File: config.mk
export PLATFORM = sky130hd
export DESIGN_NAME = any1_agen_seq_flat
export DESIGN_NICKNAME = d
export VERILOG_FILES = /design/src/rtl/any1_agen_seq_if.sv /design/src/rtl/any1_agen_seq.sv /design/src/flat_wrapper.sv
export SDC_FILE = /design/constraint.sdc
export NUM_CORES = 1
export LEC_CHECK = 0
export CORE_MARGIN = 1
export CORE_UTILIZATION = 40
export CTS_CLUSTER_DIAMETER = 50
export DETAILED_ROUTE_END_ITERATION = 7
export PLACE_DENSITY = 0.72
export SYNTH_ARGS = -nofsm -noshare
export SYNTH_HDL_FRONTEND = slang
export SYNTH_SLANG_ARGS = --single-unit
File: constraint.sdc
create_clock -name clk -period 4 [get_ports clk]
set_input_delay 1.2 -clock clk [delete_from_list [all_inputs] [get_ports clk]]
set_output_delay 1.2 -clock clk [all_outputs]
set_load 0.01 [all_outputs]
File: src/rtl/any1_agen_seq_if.sv
// Request/result bundle for the any1_agen_seq address generator.
// The master drives requests and the result-ready strobe.
// The slave (the generator) returns request-ready, the effective address and the status flags.
interface any1_agen_seq_if #(
    parameter int AWID = 64,
    parameter int CNTW = 8
);
    logic            req_valid;
    logic            req_ready;
    logic [1:0]      mode;
    logic [AWID-1:0] base;
    logic [AWID-1:0] index;
    logic [AWID-1:0] disp;
    logic [2:0]      sc;
    logic [CNTW-1:0] cnt;
    logic [1:0]      size;
    logic [AWID-1:0] lim;
    logic            ea_valid;
    logic            ea_ready;
    logic [AWID-1:0] ea;
    logic            ea_last;
    logic            ea_misalign;
    logic            ea_oob;
    logic            busy;

    modport master (
        output req_valid, mode, base, index, disp, sc, cnt, size, lim, ea_ready,
        input  req_ready, ea_valid, ea, ea_last, ea_misalign, ea_oob, busy
    );

    modport slave (
        input  req_valid, mode, base, index, disp, sc, cnt, size, lim, ea_ready,
        output req_ready, ea_valid, ea, ea_last, ea_misalign, ea_oob, busy
    );
endinterface

File: src/rtl/any1_agen_seq.sv
// Effective-address generator.
// Modes: 00 base+disp, 01 base+disp+(index<<sc), 10 strided sequence, 11 behaves as 00.
// A strided request emits N = max(cnt,1) addresses, one per accepted output beat.
// The stride is stored once, and each following address is the previous one plus the stride.
// Optional feature: define ANY1_AGEN_BOUNDS_EN to flag every address above lim on ea_oob.
// Without that macro, ea_oob is tied low and lim is ignored.
module any1_agen_seq #(
    parameter int AWID = 64,
    parameter int CNTW = 8
) (
    input  logic           clk,
    input  logic           rst,
    any1_agen_seq_if.slave bus
);

    typedef enum logic {
        IDLE = 1'b0,
        GEN  = 1'b1
    } state_t;

    state_t          state;
    state_t          state_nxt;

    logic [AWID-1:0] ea_q;
    logic [AWID-1:0] stride_q;
    logic [CNTW-1:0] remain_q;
    logic [1:0]      size_q;
    logic            ea_valid_q;
    logic            ea_last_q;
    logic            ea_mis_q;
    logic            ea_oob_q;

    logic            req_ready_c;
    logic            accept;
    logic            beat;
    logic            multi;
    logic [AWID-1:0] scaled;
    logic [AWID-1:0] first_ea;
    logic [AWID-1:0] next_ea;
    logic            first_oob;
    logic            next_oob;

    // An address is misaligned when any of its low 'size' bits is set.
    function automatic logic misaligned(input logic [AWID-1:0] a, input logic [1:0] s);
        case (s)
            2'd0:    return 1'b0;
            2'd1:    return a[0];
            2'd2:    return |a[1:0];
            default: return |a[2:0];
        endcase
    endfunction

    assign scaled   = bus.index << bus.sc;
    assign multi    = (bus.mode == 2'b10) && (bus.cnt > CNTW'(1));
    assign first_ea = (bus.mode == 2'b01) ? (bus.base + bus.disp + scaled)
                                          : (bus.base + bus.disp);
    assign next_ea  = ea_q + stride_q;
    assign accept   = bus.req_valid && req_ready_c;
    assign beat     = ea_valid_q && bus.ea_ready;

`ifdef ANY1_AGEN_BOUNDS_EN
    logic [AWID-1:0] lim_q;

    // Keep the bound of the accepted request so every strided element is checked against it.
    always_ff @(posedge clk or negedge rst) begin
        if (!rst) begin
            lim_q <= '0;
        end else if (accept) begin
            lim_q <= bus.lim;
        end
    end

    assign first_oob = first_ea > bus.lim;
    assign next_oob  = next_ea > lim_q;
`else
    assign first_oob = 1'b0;
    assign next_oob  = 1'b0;
`endif

    // State register.
    always_ff @(posedge clk or negedge rst) begin
        if (!rst) begin
            state <= IDLE;
        end else begin
            state <= state_nxt;
        end
    end

    // Enter GEN only for multi-element strided requests, and leave when the final element is taken.
    always_comb begin
        state_nxt = state;
        case (state)
            IDLE: if (accept && multi)     state_nxt = GEN;
            GEN:  if (beat && ea_last_q)   state_nxt = IDLE;
            default:                       state_nxt = IDLE;
        endcase
    end

    // Handshake and status outputs.
    // A new request can enter only while idle and the result slot is free or draining.
    always_comb begin
        req_ready_c     = (state == IDLE) && (!ea_valid_q || bus.ea_ready);
        bus.req_ready   = req_ready_c;
        bus.busy        = (state == GEN) || ea_valid_q;
        bus.ea_valid    = ea_valid_q;
        bus.ea          = ea_q;
        bus.ea_last     = ea_last_q;
        bus.ea_misalign = ea_mis_q;
        bus.ea_oob      = ea_oob_q;
    end

    // Result datapath.
    // Load the first address on accept, step by the stored stride on each taken beat, and hold while stalled.
    always_ff @(posedge clk or negedge rst) begin
        if (!rst) begin
            ea_valid_q <= 1'b0;
            ea_q       <= '0;
            ea_last_q  <= 1'b0;
            ea_mis_q   <= 1'b0;
            ea_oob_q   <= 1'b0;
            stride_q   <= '0;
            remain_q   <= '0;
            size_q     <= '0;
        end else if (accept) begin
            ea_valid_q <= 1'b1;
            ea_q       <= first_ea;
            ea_last_q  <= !multi;
            ea_mis_q   <= misaligned(first_ea, bus.size);
            ea_oob_q   <= first_oob;
            stride_q   <= scaled;
            remain_q   <= multi ? (bus.cnt - CNTW'(1)) : '0;
            size_q     <= bus.size;
        end else if (beat) begin
            if (ea_last_q) begin
                ea_valid_q <= 1'b0;
            end else begin
                ea_q      <= next_ea;
                remain_q  <= remain_q - CNTW'(1);
                ea_last_q <= (remain_q == CNTW'(1));
                ea_mis_q  <= misaligned(next_ea, size_q);
                ea_oob_q  <= next_oob;
            end
        end
    end

endmodule

File: src/flat_wrapper.sv
// flat-port wrapper written by rule: the top's interface ports become plain ports
module any1_agen_seq_flat 
#(
    parameter int AWID = 64,
    parameter int CNTW = 8
)
  (clk, rst, bus_req_valid, bus_mode, bus_base, bus_index, bus_disp, bus_sc, bus_cnt, bus_size, bus_lim, bus_ea_ready, bus_req_ready, bus_ea_valid, bus_ea, bus_ea_last, bus_ea_misalign, bus_ea_oob, bus_busy);
  any1_agen_seq_if #(.AWID(AWID), .CNTW(CNTW)) bus_i ();
  input  logic clk;
  input  logic rst;
  input wire logic [$bits(bus_i.req_valid)-1:0] bus_req_valid;
  input wire logic [$bits(bus_i.mode)-1:0] bus_mode;
  input wire logic [$bits(bus_i.base)-1:0] bus_base;
  input wire logic [$bits(bus_i.index)-1:0] bus_index;
  input wire logic [$bits(bus_i.disp)-1:0] bus_disp;
  input wire logic [$bits(bus_i.sc)-1:0] bus_sc;
  input wire logic [$bits(bus_i.cnt)-1:0] bus_cnt;
  input wire logic [$bits(bus_i.size)-1:0] bus_size;
  input wire logic [$bits(bus_i.lim)-1:0] bus_lim;
  input wire logic [$bits(bus_i.ea_ready)-1:0] bus_ea_ready;
  output wire logic [$bits(bus_i.req_ready)-1:0] bus_req_ready;
  output wire logic [$bits(bus_i.ea_valid)-1:0] bus_ea_valid;
  output wire logic [$bits(bus_i.ea)-1:0] bus_ea;
  output wire logic [$bits(bus_i.ea_last)-1:0] bus_ea_last;
  output wire logic [$bits(bus_i.ea_misalign)-1:0] bus_ea_misalign;
  output wire logic [$bits(bus_i.ea_oob)-1:0] bus_ea_oob;
  output wire logic [$bits(bus_i.busy)-1:0] bus_busy;
  assign bus_i.req_valid = bus_req_valid;
  assign bus_i.mode = bus_mode;
  assign bus_i.base = bus_base;
  assign bus_i.index = bus_index;
  assign bus_i.disp = bus_disp;
  assign bus_i.sc = bus_sc;
  assign bus_i.cnt = bus_cnt;
  assign bus_i.size = bus_size;
  assign bus_i.lim = bus_lim;
  assign bus_i.ea_ready = bus_ea_ready;
  assign bus_req_ready = bus_i.req_ready;
  assign bus_ea_valid = bus_i.ea_valid;
  assign bus_ea = bus_i.ea;
  assign bus_ea_last = bus_i.ea_last;
  assign bus_ea_misalign = bus_i.ea_misalign;
  assign bus_ea_oob = bus_i.ea_oob;
  assign bus_busy = bus_i.busy;
  any1_agen_seq #(.AWID(AWID), .CNTW(CNTW)) u_core (.clk(clk), .rst(rst), .bus(bus_i));
endmodule
==> key figures <==
Run status
  • Status: finished with violations
  • Violated checks: setup timing

Power and ir drop
  • Sequential power share: 0.141
  • Clock power frac: 0.080
  • Comb power frac: 0.779
  • Leak Pwr: 14.5 nW
  • Design Power: 20.8 mW
  • Pwr/cell area: 646 mW/mm²
  • Peak supply drop: 415 µV
  • Int Pwr: 10.8 mW
  • P_sw: 9.98 mW
  • Sw Ratio: 0.480

Clock network
  • CTS root buffer: clkbuf_16
  • Clk buf depth: 2
  • Clk sink count: 142
  • Clock latency on the worst-skew pair: 0.44 ns
  • Clock-pin transition on the worst setup and hold timing paths: 0.07 ns
  • CTS Buf Count: 17
  • H-tree lvl count: 4
  • TritonCTS clock tree: done

GRT
  • Grt ovf: 0
  • First-pass GRT wire length: 127 mm
  • Vias in the first global route: 23400
  • Largest net degree at the start of global routing: 74
  • GRT Overall Usage: 0.323
  • Initial antenna violation count: 8

Drt
  • Post-Route WL: 84.5 mm
  • Vias per cell: 5.83
  • WL per Instance: 20.1 µm
  • Vias: 24500
  • Detailed Routing Iterations Pass 1: 8
  • Post-route ant nets: 0
  • Remaining DRCs: 0
  • Initial DRC Count: 2274

Finish
  • Area Growth Syn to Fin: 64.6%
  • Final nets: 4048
  • Layout filler cell count: 3805
  • Share of post-route cells with drive strength above 1: 0.381
  • Fin area: 0.0322 mm²

Floorplan
  • Initial core utilization: 0.408
  • Die area: 0.0498 mm²
  • Core area: 0.0479 mm²
  • Cell Rows: 80
  • Die Wd: 223 µm
  • Chip Height: 223 µm
  • Boundary Pins: 345

STA
  • Slew HR: 0.483
  • Tcrit/Tclk final: 1.45
  • Final hold violations: 0
  • Worst Skew: 0.0142 ns
  • Slew Limit Fails: 0
  • Worst-margin pin slew: 0.765 ns
  • Final setup violation count: 54
  • RSZ-0062 raised after global routing: yes
  • Fmax: 172 MHz
  • Fin crit period: 5.80 ns
  • Final worst slack: -1.80 ns
  • Hold slack: 0.492 ns

Synth
  • Post-synth top cells: nand2_1, a21oi_1, nor2_1
  • Post-synth ARST share: 1.00
  • Synth area leader: dfrtp_1
  • Syn_area_per_cell: 7.56 µm²
  • Count leader, synth: nand2_1
  • Cell variety after synth: 85
  • Synth Register Bits: 142
  • Synth top area cells: dfrtp_1, ha_1, a21oi_1
  • Gate Count Post-Synth: 2586
  • Predominant post-synthesis flop cell: dfrtp_1
  • Ys Warns: 0
  • Syn_nets: 3057
  • Sequential cell area fraction in the yosys report: 0.182
  • Synthesized area: 0.0196 mm²
  • EDFF count, synth: 0
  • Synth top area share: 0.182

Worst setup path
  • Crit-path max FO: 5
  • WS Path Type: in -> reg
  • Worst Path Required: 4.36 ns
  • WP data arrival: 6.16 ns
  • CP endpoint kind: register
  • CP startpoint kind: primary input

Run
  • Number of max-cap violations: 0

Worst hold path
  • Hold WC Path Type: reg -> reg

Placement
  • Placed Area: 0.0287 mm²
  • Placer Congestion: 1.01
  • Setup slack at placement: -2.65 ns
  • IO buf count: 279
  • Detailed placement HPWL: 66.2 mm
## layer usage
layer	global-route usage	vias up	part of all wire
met5	0	-	0.00052
met2	0.499	1139	0.44
met3	0.0574	148	0.095
li1	-	11500	-
met4	0.0756	6	0.022
met1	0.466	11700	0.44
## layout make-up
| class | count | area [µm²] | area share |
|---|---|---|---|
| multi-input cells | 2236 | 17700 | 0.550 |
| repair buffers | 1121 | 9310 | 0.289 |
| flip-flops and latches | 142 | 3550 | 0.110 |
| well taps | 615 | 769 | 0.0239 |
| clock buffers | 19 | 443 | 0.0138 |
| inverters | 59 | 221 | 0.00688 |
| clock inverters | 13 | 165 | 0.00513 |
| diodes | 5 | 12.5 | 0.000389 |
## path summary, 6_finish.rpt
path / from / endpoint / slack (ns) / depth (start not counted)
max: bus_base[1] / u_core.bus.ea[61]$_DFFE_PN0P_ / -1.80 / 28
min reg2reg: u_core.stride_q[9]$_DFFE_PN0P_ / u_core.stride_q[9]$_DFFE_PN0P_ / 0.49 / 2
max in group asynchronous: rst / u_core.bus.ea[53]$_DFFE_PN0P_ / 2.45 / 2
max reg2reg: u_core.bus.ea[0]$_DFFE_PN0P_ / u_core.bus.ea[58]$_DFFE_PN0P_ / -0.37 / 16
min: u_core.stride_q[9]$_DFFE_PN0P_ / u_core.stride_q[9]$_DFFE_PN0P_ / 0.49 / 2
min in group asynchronous: rst / u_core.state$_DFF_PN0_ / 0.74 / 1
## worst max-delay path, cell delays in order
cell and delay (ns):
buf_8 0.10, ha_4 0.25, a21o_1 0.13, and4_4 0.28, o2111ai_4 0.14, a21o_1 0.19
a211o_1 0.28, nand4_1 0.10, o211ai_1 0.11, o31a_1 0.34, buf_6 0.14, xnor2_4 0.15
ha_4 0.27, nand4_1 0.17, buf_4 0.21, nor3_4 0.21, buf_6 0.13, nand4bb_4 0.11
o22ai_2 0.14, nor4_2 0.06, o21ai_1 0.17, buf_4 0.17, nand3b_1 0.15, a31oi_4 0.26
nand4_1 0.16, a21oi_2 0.19, xnor2_1 0.10, a221oi_2 0.22
## cells by family (layout without fill, tap and decap cells)
kind of cell | Yosys count | in the layout | synth area share
buffers and inverters | 208 | 1212 | 0.0405
adders and majority gates | 196 | 196 | 0.127
muxes | 100 | 100 | 0.0855
AOI/OAI and AO/OA | 898 | 898 | 0.289
and+or+nand+nor | 860 | 860 | 0.195
other | 1 | 6 | 0.000192
xor gates and xnor gates | 181 | 181 | 0.0814
DFF | 142 | 142 | 0.182
## registers in the layout, indices dropped and copies added (netlist names)
name	flops
u_core.remain_q	8
u_core.stride_q	64
u_core.bus.ea_valid	1
u_core.size_q	2
u_core.bus.ea	64
u_core.bus.ea_misalign	1
u_core.state	1
u_core.bus.ea_last	1
## cells in the final DEF (no fill, tap or decap), types with 69 or more instances in the layout
cell type        netlist  layout
buf_4                  1     780
o21ai_0              144      86
nand2_1              374     352
a31oi_1               82      75
clkdlybuf4s50_1        0     215
dfrtp_1              142     142
ha_1                 193     146
nor2_1               233     222
xor2_1                83      69
xnor2_1               97      75
a21oi_1              315     229
a21o_1                99      99
## power groups by stage
stage / Clock, mW / Sequential, mW / Combinational (mW)
finish: 1.67 / 2.93 / 16.2
global route: 1.74 / 2.98 / 17.4
CTS: 1.68 / 2.89 / 15.2
detailed placement: 0 / 2.90 / 14.2
global placement: 0 / 2.88 / 14.0
floorplan: 0 / 2.75 / 8.74
## stage by stage
step | setup TNS, ns | instances | utilization
floorplan | -46.54 | 2586 | -
global placement | -109.81 | 4073 | 0.598
detailed placement | -114.94 | 4073 | 0.598
CTS | -60.54 | 4165 | 0.649
global route | -73.57 | 4210 | 0.672
finish | -64.28 | 4210 | 0.672
## what timing repair did
item | CTS | global route
setup endpoints to repair | 59 | 57
pin swaps | 242 | 190
hold buffers | 0 | 0
setup buffers | 79 | 52
gates cloned | 0 | 0
gates resized for setup | 431 | 170
No activity file was read; power rests on OpenSTA's default activity.
